$ cat src/rtl/pc_sequencer_if.sv
// Decode <-> fetch-sequencer channel: redirect handshake in, fetch address and status out.
interface pc_sequencer_if;
  logic        stall;
  logic        redirect_valid;
  logic        redirect_ready;
  logic [1:0]  redirect_type;
  logic [25:0] jump_index;
  logic [31:0] reg_target;
  logic [15:0] branch_offset;
  logic [31:0] PC;
  logic [31:0] PC2;
  logic        fetch_valid;
  logic        misalign;
  logic [31:0] bad_addr;

  // decode side drives redirects and stall
  modport master (
    output stall, redirect_valid, redirect_type, jump_index, reg_target, branch_offset,
    input  redirect_ready, PC, PC2, fetch_valid, misalign, bad_addr
  );

  modport slave (
    input  stall, redirect_valid, redirect_type, jump_index, reg_target, branch_offset,
    output redirect_ready, PC, PC2, fetch_valid, misalign, bad_addr
  );
endinterface

$ cat src/rtl/pc_sequencer.sv
// MIPS fetch PC sequencer: sequential fetch, J/JR/branch redirects with one bubble,
// misaligned JR targets vector to EXC_VECTOR.
module pc_sequencer #(
  parameter logic [31:0] RESET_PC   = 32'h0000_0000,
  parameter logic [31:0] EXC_VECTOR = 32'h0000_0080
) (
  input  logic           clk,
  input  logic           rst,
  pc_sequencer_if.slave  bus
);
  typedef enum logic [1:0] {HOLD, RUN, BUBBLE, EXC} state_e;

  localparam logic [1:0] T_J  = 2'b00;
  localparam logic [1:0] T_JR = 2'b01;
  localparam logic [1:0] T_BR = 2'b10;

  state_e      state_q, state_d;
  logic [31:0] pc_q, pc_d;
  logic [31:0] bad_q, bad_d;
  logic        fv_q, fv_d;
  logic        mis_q, mis_d;

  logic [31:0] pc2;
  logic [31:0] target;
  logic        accept;
  logic        jr_bad;

  assign pc2    = pc_q + 32'd4;
  assign accept = (state_q == RUN) && bus.redirect_valid && (bus.redirect_type != 2'b11);
  assign jr_bad = (bus.redirect_type == T_JR) && (bus.reg_target[1:0] != 2'b00);

  // J region comes from PC2, so a J in the last slot of a region lands in the next one
  always_comb begin
    target = pc2;
    case (bus.redirect_type)
      T_J:     target = {pc2[31:28], bus.jump_index, 2'b00};
      T_JR:    target = bus.reg_target;
      T_BR:    target = pc2 + {{14{bus.branch_offset[15]}}, bus.branch_offset, 2'b00};
      default: target = pc2;
    endcase
  end

  always_ff @(posedge clk or posedge rst) begin
    if (rst) begin
      state_q <= HOLD;
      pc_q    <= RESET_PC;
      bad_q   <= 32'd0;
      fv_q    <= 1'b0;
      mis_q   <= 1'b0;
    end else begin
      state_q <= state_d;
      pc_q    <= pc_d;
      bad_q   <= bad_d;
      fv_q    <= fv_d;
      mis_q   <= mis_d;
    end
  end

  always_comb begin
    state_d = state_q;
    case (state_q)
      HOLD:    state_d = RUN;
      RUN:     if (accept) state_d = jr_bad ? EXC : BUBBLE;
      BUBBLE:  state_d = RUN;
      EXC:     state_d = RUN;
      default: state_d = HOLD;
    endcase
  end

  // redirect wins over stall; BUBBLE/EXC/HOLD keep PC on the target
  always_comb begin
    pc_d  = pc_q;
    bad_d = bad_q;
    mis_d = 1'b0;
    if (state_q == RUN) begin
      if (accept) begin
        if (jr_bad) begin
          pc_d  = EXC_VECTOR;
          bad_d = bus.reg_target;
          mis_d = 1'b1;
        end else begin
          pc_d  = target;
        end
      end else if (!bus.stall) begin
        pc_d = pc2;
      end
    end
    fv_d = (state_d == RUN);
  end

  assign bus.PC             = pc_q;
  assign bus.PC2            = pc2;
  assign bus.fetch_valid    = fv_q;
  assign bus.misalign       = mis_q;
  assign bus.bad_addr       = bad_q;
  assign bus.redirect_ready = (state_q == RUN);
endmodule

$ cat src/flat_wrapper.sv
// flat-port wrapper written by rule: the top's interface ports become plain ports
module pc_sequencer_flat 
#(
  parameter logic [31:0] RESET_PC   = 32'h0000_0000,
  parameter logic [31:0] EXC_VECTOR = 32'h0000_0080
)
  (clk, rst, bus_stall, bus_redirect_valid, bus_redirect_type, bus_jump_index, bus_reg_target, bus_branch_offset, bus_redirect_ready, bus_PC, bus_PC2, bus_fetch_valid, bus_misalign, bus_bad_addr);
  pc_sequencer_if bus_i ();
  input  logic clk;
  input  logic rst;
  input wire logic [$bits(bus_i.stall)-1:0] bus_stall;
  input wire logic [$bits(bus_i.redirect_valid)-1:0] bus_redirect_valid;
  input wire logic [$bits(bus_i.redirect_type)-1:0] bus_redirect_type;
  input wire logic [$bits(bus_i.jump_index)-1:0] bus_jump_index;
  input wire logic [$bits(bus_i.reg_target)-1:0] bus_reg_target;
  input wire logic [$bits(bus_i.branch_offset)-1:0] bus_branch_offset;
  output wire logic [$bits(bus_i.redirect_ready)-1:0] bus_redirect_ready;
  output wire logic [$bits(bus_i.PC)-1:0] bus_PC;
  output wire logic [$bits(bus_i.PC2)-1:0] bus_PC2;
  output wire logic [$bits(bus_i.fetch_valid)-1:0] bus_fetch_valid;
  output wire logic [$bits(bus_i.misalign)-1:0] bus_misalign;
  output wire logic [$bits(bus_i.bad_addr)-1:0] bus_bad_addr;
  assign bus_i.stall = bus_stall;
  assign bus_i.redirect_valid = bus_redirect_valid;
  assign bus_i.redirect_type = bus_redirect_type;
  assign bus_i.jump_index = bus_jump_index;
  assign bus_i.reg_target = bus_reg_target;
  assign bus_i.branch_offset = bus_branch_offset;
  assign bus_redirect_ready = bus_i.redirect_ready;
  assign bus_PC = bus_i.PC;
  assign bus_PC2 = bus_i.PC2;
  assign bus_fetch_valid = bus_i.fetch_valid;
  assign bus_misalign = bus_i.misalign;
  assign bus_bad_addr = bus_i.bad_addr;
  pc_sequencer #(.RESET_PC(RESET_PC), .EXC_VECTOR(EXC_VECTOR)) u_core (.clk(clk), .rst(rst), .bus(bus_i));
endmodule
$ cat config.mk
export PLATFORM = sky130hd
export DESIGN_NAME = pc_sequencer_flat
export DESIGN_NICKNAME = d
export VERILOG_FILES = /design/src/rtl/pc_sequencer_if.sv /design/src/rtl/pc_sequencer.sv /design/src/flat_wrapper.sv
export SDC_FILE = /design/constraint.sdc
export NUM_CORES = 1
export LEC_CHECK = 0
export BUFFER_PORTS_ARGS = -buffer_cell sky130_fd_sc_hd__buf_2
export CAP_MARGIN = 25
export CORE_MARGIN = 2
export CORE_UTILIZATION = 53
export DETAILED_ROUTE_END_ITERATION = 10
export PLACE_DENSITY = 0.82
export SLEW_MARGIN = 0
export SYNTH_ARGS = -nofsm -noshare
export SYNTH_HDL_FRONTEND = slang
export SYNTH_SLANG_ARGS = --single-unit
$ cat constraint.sdc
create_clock -name clk -period 4.4 [get_ports clk]
set_input_delay 1.32 -clock clk [delete_from_list [all_inputs] [get_ports clk]]
set_output_delay 1.32 -clock clk [all_outputs]
set_load 0.01 [all_outputs]
======== Yosys cells after proc, flatten, opt, wreduce, memory -nomap -nowiden ========
Index checks and enable logic that the tools add are counted.
storage, ports and cells
  register bits after elaboration ......... 68
  output and inout port bits .............. 99
cells by class
  $add $sub $neg .......................... 2
  equality and inequality tests ........... 8
  mux-type cells .......................... 10
  reductions and logical operators ........ 9
operator list
  kind                                                                     count
  32-bit 2-to-1 mux                                                        3
  32-bit one-hot mux with 3 select lines                                   1
  32-bit by 3-bit adder with 32-bit output, second input constant          1
  32-bit adder                                                             1
  2-bit by 1-bit equality test with 1-bit output, second input constant    3
  2-bit equality test, second input constant                               3
  2-bit logical NOT                                                        2
  1-bit 2-to-1 mux                                                         4
  2-bit one-hot mux with 2 select lines                                    1
  1-bit logical AND                                                        3
  3-bit AND reduction                                                      1
  3-bit OR reduction                                                       1
  2-bit 2-to-1 mux                                                         1
  2-bit by 1-bit inequality test with 1-bit output, second input constant  1
  2-bit inequality test, second input constant                             1
  2-bit AND reduction                                                      1
  2-bit nonzero test                                                       1

======== Logic depth before layout (Yosys ltp) ========
Gate-level depths: netlist (run 1).
  depth after elaboration ................. 6
  depth in mapped cells ................... 18

======== Worst setup path before layout (run 1) ========
No wires, ideal clock.
  path type ............................... reg2reg
  start point ............................. register u_core.pc_q[10], in the netlist u_core.bus.PC[10]
  end point ............................... register u_core.pc_q[31], in the netlist u_core.bus.PC[31]
  library setup time ...................... 69 ps
  data arrival time ....................... 3,819 ps
  data required time ...................... 4,331 ps
  slack ................................... 513 ps
  stages on the path, launching flop included .. 19
  path buffers ............................ 2
  cells stage by stage .................... dfrtp_1 > buf_2 > and4_1 > nand4_2 > or2_1 > nor3_2 > nand3_1 > xnor2_1 > ha_1 > clkbuf_1 > a21oi_1 > o21ai_0 > a21oi_1 > nor3_1 > nor2_1 > a21oi_1 > or3_1 > o32a_1 > nand3_1
on the way
  longest elaborated chain between the ends .. 5
  elaborated cells on any way between the ends .. 6
  those cells by class .................... add/sub (2); mux (4)
RTL lines
  what                                      line                source
  start, declared                           pc_sequencer.sv:18  logic [31:0] pc_q, pc_d;
  start signal, assigned                    pc_sequencer.sv:52  pc_q <= pc_d;
  32-bit by 3-bit adder with 32-bit output  pc_sequencer.sv:28  assign pc2 = pc_q + 32'd4;
  net bus_PC2[24]                           flat_wrapper.sv:19  output wire logic [$bits(bus_i.PC2)-1:0] bus_PC2;
  32-bit adder                              pc_sequencer.sv:38  T_BR: target = pc2 + {{14{bus.branch_offset[15]}}, bus.branch_offset, 2'b00};
  32-bit one-hot mux with 3 select lines    pc_sequencer.sv:35  case (bus.redirect_type)
  32-bit 2-to-1 mux                         pc_sequencer.sv:77  if (jr_bad) begin
  32-bit 2-to-1 mux                         pc_sequencer.sv:76  if (accept) begin
The timed path passes the listed nets, and every way through them passes these cells. The select of a mux whose other input is x is not followed.
A chain may end at the register's enable or synchronous reset.

======== Worst setup path after layout (run 1) ========
  start point ............................. register u_core.pc_q[11], in the netlist u_core.bus.PC[11]
  end point ............................... register u_core.pc_q[24], in the netlist u_core.bus.PC[24]
on the way
  longest elaborated chain between the ends .. 5
  elaborated cells on any way between the ends .. 6
  those cells by class .................... add/sub (2); mux (4)
RTL lines
  what                                          line
  32-bit by 3-bit adder with 32-bit output (*)  pc_sequencer.sv:28
  32-bit adder                                  pc_sequencer.sv:38
  32-bit one-hot mux with 3 select lines        pc_sequencer.sv:35
  32-bit 2-to-1 mux                             pc_sequencer.sv:77
  32-bit 2-to-1 mux (*)                         pc_sequencer.sv:76
Every way passes the cells marked *; elsewhere a longest branch is shown, timed or not. The select of a mux whose other input is x is not followed.

==> metrics.txt, run 1 <==
status=complete, no violations; Fill cells=905; maximum level of the CTS H-tree=3; Slew Viols, Final=0; Final Skew=0.0113 ns; hold_buf cts=0; CTS buffer count=9; fin nets=936; Worst-Skew Late Latency=0.34 ns; pwr/cell area=614 nW/um2; P&R area growth vs syn=20.6%; Post-Syn Area=5710 um2; fin crit share=94.5%; HPWL after detailed placement=15.0 mm; Final ANT Viol Nets=0; CTS tree=done; Worst Hold Class=flip-flop to flip-flop; YS warnings=0; post-synthesis sequential area ratio=29.8%; max_slew headroom=47.3%; vias in the first global route=5607; Routed WL=19.2 mm; Synth Instances=649; DR WL/cell=20.0 um; clock-pin slew on the worst setup and hold paths=0.08 ns; most common flop cell mapped by yosys=dfrtp_1; Synth Register Bits=68; clock buffer depth=2; Pleak=3.22 nW; unrepaired setup endpoints after global routing=false; WS Path Type=flip-flop to flip-flop; Post-CTS Resized=0; layout cell share with drive strength beyond 1=33.4%; initial antenna violation count=0; Initial Util=54.9%; largest fanout on the critical path=7; met3 WL=1.99 mm; worst slew pin tran=0.791 ns; CP delay by family, top=simple AND/OR/NAND/NOR gates; Worst setup SP type=flip-flop; wl on met1=8.00 mm; Root Driver=clkbuf_8; CP Data Required Time=4.67 ns; number of flops mapped to enable cells by yosys=0; CTS sink count=68; Die X=108 um; vias per std cell=6.21; core box area=10400 um2; CP endpoint kind=flip-flop; IR drop worst, VDD=284 uV; # rows=37; Yosys cell types=72; Buf/Inv on CP=0; Top Layer Used=met4; met2 wire len=8.86 mm; Ports=179; synthesized area per cell=8.80 um2; Setup Buffers After CTS=0; first-pass GRT wire length=29.6 mm; grt ovf=0; gpl congestion=0.961; internal reg-to-reg setup slack=0.24 ns; Slowest cell on crit path=dfrtp_1; DR iter-0 viols=712; die area=11600 um2; Crit path arrival time=4.42 ns; FFs w/ async S/R, synth=100%; port bufs=178; Max Clock Freq=240 MHz; syn_nets=764; GRT Total Usage=32.9%; Fin. Hold Viols=0; Final Power=0.00423 W; via count=5953; final worst path period need=4.16 ns; Ant. Diodes=0; final setup TNS=0 ns; DRT Pass-1 Iters=6; CP cell instances=and4_1, nand4_2, nor3_1, nand3_1, xnor2_1, ha_1, a21o_1, a21o_1, a221oi_1, nand4_1, and3_1, nor3_1, a221oi_1, o21ai_0; commonest non-fill, non-tap cell in the layout=buf_2; largest net degree at the start of global routing=47; Post-route DRC=0; Worst path max stage delay=0.47 ns; final setup vio count=0; max_cap viols=0; highest-count cells in the layout ignoring fill and taps=buf_2 (178), dfrtp_1 (67), nor2_1 (52); die height=108 um
metal layers:
layer | vias up | track usage [%]
li1 | 2740 | -
met2 | 362 | 51.3
met1 | 2826 | 46.4
met4 | 0 | 8.70
met5 | - | 0
met3 | 25 | 7.20
synth_stat cells, types with 9 or more instances:
cell       n  area, um2
and3_1    13       81.3
a21oi_1   50        250
nand2_1   46        173
nand3_1   23        115
xor2_1    18        158
nor3_1    11       55.1
a211oi_1  10       75.1
a22oi_1    9       67.6
dfrtp_1   68       1700
nor2_1    53        199
ha_1      34        425
clkbuf_1  14       52.6
mux2_2    47        529
a21o_1    10       75.1
xnor2_1   32        280
o22ai_1   14       87.6
inv_1     21       78.8
o21ai_0   44        220
cells by family after synthesis:
family / after synthesis / share of synthesized area, %
compound gates: 200 / 23.0
xor+xnor: 51 / 7.95
fa+ha+maj: 35 / 7.80
buf+inv: 52 / 4.64
flops: 68 / 29.8
mux: 50 / 9.79
simple gates: 193 / 17.0
final cells by class:
| type | count | area, um2 | share of cell area, % |
|---|---|---|---|
| tap | 136 | 170 | 2.47 |
| sequential | 68 | 1700 | 24.7 |
| multi-input combinational | 529 | 3760 | 54.6 |
| clock inverter | 3 | 40.0 | 0.581 |
| clock buffer | 10 | 138 | 2.00 |
| timing repair buffer | 192 | 996 | 14.5 |
| inverter | 21 | 78.8 | 1.14 |
sequential cells by signal (all words and copies together), names as in the netlist:
name	flops
u_core.bus.PC	32
u_core.bus.bad_addr	32
u_core.state_q	2
u_core.bus.fetch_valid	1
u_core.bus.misalign	1
report_power, final:
part | switching (W) | internal (W)
Combinational | 0.00154 | 0.00109
Clock | 0.000234 | 0.000266
Sequential | 0.000264 | 0.000838
path summary, 6_finish.rpt:
path | start | end | depth (start not counted)
min reg2reg | u_core.bus.bad_addr[16] | u_core.bus.bad_addr[16] | 1
max in group asynchronous | rst | u_core.bus.PC[10] | 3
min in group asynchronous | rst | u_core.bus.bad_addr[31] | 2
min | u_core.bus.bad_addr[16] | u_core.bus.bad_addr[16] | 1
max reg2reg | u_core.bus.PC[11] | u_core.bus.PC[24] | 14
max | u_core.bus.PC[11] | u_core.bus.PC[24] | 14
metrics by stage:
step           utilization, %  setup slack, ns  area, um2  cells  hold slack, ns
2_1_floorplan               -            0.513       5710    649           0.515
3_3_place_gp             64.3            0.271       6700    946           0.486
3_5_place_dp             64.3            0.136       6700    946           0.494
4_1_cts                  66.0            0.266       6880    959           0.511
5_1_grt                  66.2          0.00937       6890    959           0.527
6_report                 66.2            0.241       6890    959           0.510
Power figures use the tool's default switching activity.
==> run 2, diff against run 1 <==
--- a/config.mk
+++ b/config.mk
@@ -8,9 +8,9 @@
 export BUFFER_PORTS_ARGS = -buffer_cell sky130_fd_sc_hd__buf_2
 export CAP_MARGIN = 25
 export CORE_MARGIN = 2
-export CORE_UTILIZATION = 53
+export CORE_UTILIZATION = 42
 export DETAILED_ROUTE_END_ITERATION = 10
-export PLACE_DENSITY = 0.82
+export PLACE_DENSITY = 0.68
 export SLEW_MARGIN = 0
 export SYNTH_ARGS = -nofsm -noshare
 export SYNTH_HDL_FRONTEND = slang
==> run 2 against run 1 <==
Net effect:
- via count decreased by 1.9%
- power increased by 4.5%
- first-iteration DRC count decreased by 9.0%
- maximum frequency increased by 0.88%
- die area increased by 25%
- worst hold slack got worse by 0.010 ns
- final area increased by 3.3%
- sequential cell count unchanged
- count of clock-buffer cells in the layout decreased by 1
==> metrics.txt, run 2 (synthesis results as in run 1) <==
port bufs=178; CTS tree=done; unrepaired setup endpoints after global routing=false; highest-count cells in the layout ignoring fill and taps=buf_2 (178), dfrtp_1 (68), nor2_1 (52); max_cap viols=0; DR iter-0 viols=648; worst slew pin tran=0.902 ns; pwr/cell area=622 nW/um2; vias in the first global route=5526; clock-pin slew on the worst setup and hold paths=0.06 ns; CTS buffer count=9; Buf/Inv on CP=0; Layout Utilization=53.7%; reg2reg start=u_core.bus.PC[4]; DRT Pass-1 Iters=6; Post-route DRC=0; WS Path Type=flip-flop to flip-flop; largest fanout on the critical path=8; Worst Hold Class=flip-flop to flip-flop; final setup vio count=0; Worst-Skew Late Latency=0.33 ns; die height=121 um; CP delay by family, top=simple AND/OR/NAND/NOR gates; initial antenna violation count=0; status=complete, no violations; P&R area growth vs syn=24.5%; Root Driver=clkbuf_16; HPWL after detailed placement=14.7 mm; # rows=42; WHS Endpoint=u_core.bus.bad_addr[16]; Final Skew=0.00785 ns; FF-to-FF path depth=16; Initial Util=43.2%; clock buffer depth=2; CP Data Required Time=4.66 ns; largest net degree at the start of global routing=69; R2R Path End=u_core.bus.PC[28]; Worst path max stage delay=0.49 ns; DR WL/cell=18.8 um; fin nets=944; Worst setup SP type=flip-flop; vias per std cell=5.78; Routed WL=19.0 mm; CP cell instances=nand3_1, nor2_1, nand2_1, nor2_1, nand4_1, xnor2_2, ha_1, and3_1, and3_1, o2111ai_1, nand2_1, o221ai_1, o41a_1, xnor2_1, o221ai_1, o21ai_1; Hold Slack=0.500 ns; core box area=13200 um2; Ports=179; fin crit share=93.7%; Max Clock Freq=243 MHz; Hold Crit Start=u_core.bus.bad_addr[16]; Fin. Hold Viols=0; gpl congestion=0.950; IR drop worst, VDD=302 uV; GRT Total Usage=25.9%; max_slew headroom=39.9%; final setup TNS=0 ns; pre-CTS WS=0.259 ns; final worst path period need=4.12 ns; GRT busiest layer=met2; hold_buf cts=0; Slowest cell on crit path=dfrtp_1; maximum level of the CTS H-tree=3; Worst Setup Slack, final=0.277 ns; Final Power=0.00442 W; grt ovf=0; Crit path arrival time=4.38 ns; die area=14600 um2; routing usage on met1=37.1%; CTS sink count=68; Final ANT Viol Nets=0; commonest non-fill, non-tap cell in the layout=buf_2; internal reg-to-reg setup slack=0.28 ns; layout cell share with drive strength beyond 1=34.5%; via count=5842; Die X=121 um; Hold Path Depth=1; CP endpoint kind=flip-flop; Slew Viols, Final=0; Ant. Diodes=0; Pleak=3.31 nW; GRT met2 Usage=39.9%; first-pass GRT wire length=29.6 mm; M3 GR Usage=5.75%
run 2: changes by cell type in the layout (fill, tap and decap cells not counted), sizes merged:
cell,delta
buf,+8
clkinv,+3
bufinv,-1
clkbuf,-1
clkinvlp,+1
inv,+1
run 2: area by class of cell:
cell class                 instances  area, um2
clock buffer                       9        225
clock inverter                     7       52.6
fill                            1323       6130
inverter                          21       78.8
multi-input combinational        529       3780
sequential                        68       1700
tap                              176        220
timing repair buffer             200       1060
run 2: routing by layer:
metal / wire (um) / vias up
li1: - / 2767
met1: 8430 / 2745
met2: 8540 / 300
met3: 1740 / 30
met4: 303 / 0
met5: 0 / -
run 2: worst max path at each step:
| stage | slack [ns] | cells after the start | endpoint | from |
|---|---|---|---|---|
| finish | 0.28 | 16 | u_core.bus.PC[28] | u_core.bus.PC[4] |
| global route | 0.002 | 16 | u_core.bus.PC[28] | u_core.bus.PC[4] |
| CTS | 0.23 | 7 | bus_PC2[30] | u_core.bus.PC[2] |
| floorplan | 0.51 | 18 | u_core.bus.PC[31] | u_core.bus.PC[10] |
| global placement | 0.30 | 16 | u_core.bus.PC[31] | u_core.bus.PC[2] |
| detailed placement | 0.26 | 14 | u_core.bus.PC[28] | bus_branch_offset[0] |
run 2: power breakdown:
group	internal (W)	total (W)	switching, W
clock	0.000384	0.000678	0.000293
combinational	0.00112	0.00264	0.00151
sequential	0.000838	0.00111	0.000271
run 2: stage by stage:
stage / cell area (um2) / std cells
after floorplan: 5710 / 649
after global placement: 6810 / 994
after detailed placement: 6810 / 994
after CTS: 7090 / 1010
after global routing: 7120 / 1010
final: 7120 / 1010
run 2: timing repair:
action                                  4_1_cts  5_1_grt
gates resized for setup                       0        5
endpoints found under the setup margin        0        3
hold endpoints to repair                      0        0
setup buffers                                 0        0
==> run 3, diff against run 2 <==
--- a/config.mk
+++ b/config.mk
@@ -7,6 +7,7 @@
 export LEC_CHECK = 0
 export BUFFER_PORTS_ARGS = -buffer_cell sky130_fd_sc_hd__buf_2
 export CAP_MARGIN = 25
+export CORE_ASPECT_RATIO = 1.1
 export CORE_MARGIN = 2
 export CORE_UTILIZATION = 42
 export DETAILED_ROUTE_END_ITERATION = 10
==> run 3 against run 2 <==
Net effect:
- critical path depth is 9 lower
- worst setup slack worse by 0.055 ns
- power rose by 0.98%
- sequential power about the same
- first-iteration DRC count fell by 14%
- non-clock buffer count shrank 3
- cell count increased by 0.50%
- via count fell by 0.22%
- routed wire length is 0.33% lower
- sequential cell count stayed put
- critical path type is now flip-flop to primary output
- critical endpoint is now bus_PC2[30]
==> metrics.txt, run 3 (synthesis results as in run 1) <==
commonest non-fill, non-tap cell in the layout=buf_2; Ports=179; first-pass GRT wire length=30.0 mm; GRT Total Usage=26.3%; # rows=44; Final ANT Viol Nets=0; CTS buffer count=9; die height=126 um; worst slew pin tran=0.764 ns; Root Driver=clkbuf_16; gpl congestion=0.971; Buf/Inv on CP=1; fin crit share=94.9%; Pleak=3.30 nW; die area=14600 um2; final setup TNS=0 ns; CP endpoint kind=primary output; Post-route DRC=0; Final Power=0.00447 W; Worst Setup Slack, final=0.222 ns; vias in the first global route=5500; largest fanout on the critical path=6; Worst-Skew Late Latency=0.33 ns; GRT met2 Usage=40.4%; Die X=115 um; Worst Hold Class=flip-flop to flip-flop; CP cell instances=ha_2, nand3_1, or2_1, nor3b_2, nand3_1, xnor2_1, buf_2; maximum level of the CTS H-tree=3; WS Path Type=flip-flop to primary output; fin nets=941; clock-pin slew on the worst setup and hold paths=0.06 ns; grt ovf=0; Worst setup SP type=flip-flop; port bufs=178; pre-CTS WS=0.237 ns; pwr/cell area=627 nW/um2; DR WL/cell=18.7 um; P&R area growth vs syn=24.7%; max_cap viols=0; internal reg-to-reg setup slack=0.30 ns; clock buffer depth=2; Slew Viols, Final=0; GRT busiest layer=met2; Routed WL=19.0 mm; final setup vio count=0; Fin. Hold Viols=0; highest-count cells in the layout ignoring fill and taps=buf_2 (178), dfrtp_1 (67), nor2_1 (52); Worst path max stage delay=0.49 ns; status=complete, no violations; CTS tree=done; unrepaired setup endpoints after global routing=false; Final Skew=0.00604 ns; dpl cell area=6800 um2; CP delay by family, top=simple AND/OR/NAND/NOR gates; DR iter-0 viols=558; layout cell share with drive strength beyond 1=34.2%; via count=5829; Initial Util=43.1%; core box area=13300 um2; M3 GR Usage=4.83%; final worst path period need=4.18 ns; initial antenna violation count=0; Crit path arrival time=2.86 ns; CTS sink count=68; Setup Buffers After CTS=0; CP Data Required Time=3.08 ns; routing usage on met1=37.7%; DRT Pass-1 Iters=5; max_slew headroom=49.1%; Ant. Diodes=0; HPWL after detailed placement=14.9 mm; Slowest cell on crit path=dfrtp_1; vias per std cell=5.74; design area=7120 um2; Max Clock Freq=239 MHz; IR drop worst, VDD=262 uV; largest net degree at the start of global routing=42; crit-path most repeated cell=nand3_1
run 3: area by class of cell:
type | instances | area [um2]
Fill cell | 1277 | 6140
Sequential cell | 68 | 1700
Clock buffer | 10 | 239
Timing Repair Buffer | 197 | 1030
Inverter | 21 | 78.8
Tap cell | 184 | 230
Clock inverter | 6 | 70.1
Multi-Input combinational cell | 529 | 3770
run 3: routing by layer:
metal / share of wire, % / vias to the layer above
met5: 0 / -
met4: 2.3 / 0
met3: 7.7 / 30
met2: 45 / 273
met1: 44 / 2759
li1: - / 2767
run 3: path summary, 6_finish.rpt:
path	to	startpoint	cells after the start
min reg2reg	u_core.bus.bad_addr[3]	u_core.bus.bad_addr[3]	1
max	bus_PC2[30]	u_core.bus.PC[3]	7
min in group asynchronous	u_core.bus.bad_addr[20]	rst	2
min	u_core.bus.bad_addr[3]	u_core.bus.bad_addr[3]	1
max in group asynchronous	u_core.bus.PC[10]	rst	3
max reg2reg	u_core.bus.PC[31]	u_core.bus.PC[3]	16
run 3: what timing repair did:
action	in CTS	in global routing
endpoints found under the setup margin	0	2
resized for setup	0	5
hold buffers	0	0
run 3: where the power goes:
| group | internal (W) | leakage (nW) | total [W] | switching [W] |
|---|---|---|---|---|
| logic | 0.00110 | 2.34 | 0.00261 | 0.00151 |
| clock network | 0.000458 | 0.142 | 0.000748 | 0.000290 |
| registers | 0.000839 | 0.817 | 0.00111 | 0.000271 |
| total | 0.00240 | 3.30 | 0.00447 | 0.00207 |
run 3: worst register-to-register path: stages (launching register included):
cell and delay [ns]:
dfrtp_1 0.49, ha_2 0.30, nand3_1 0.19, or2_1 0.37, nor3_4 0.28, nand3_1 0.13
xnor2_1 0.18, ha_2 0.45, a21oi_1 0.08, o21ai_0 0.24, a21oi_2 0.12, nor3_1 0.20
nor2_1 0.07, and3_1 0.17, or3_1 0.36, o32a_1 0.31, nand3_1 0.09
run 3: stage by stage:
stage | hold slack [ns] | utilization [%] | cells
final | 0.497 | 53.7 | 1015
after global routing | 0.515 | 53.7 | 1015
after CTS | 0.504 | 53.6 | 1015
after detailed placement | 0.491 | 51.2 | 999
after global placement | 0.485 | 51.2 | 999
after floorplan | 0.515 | - | 649
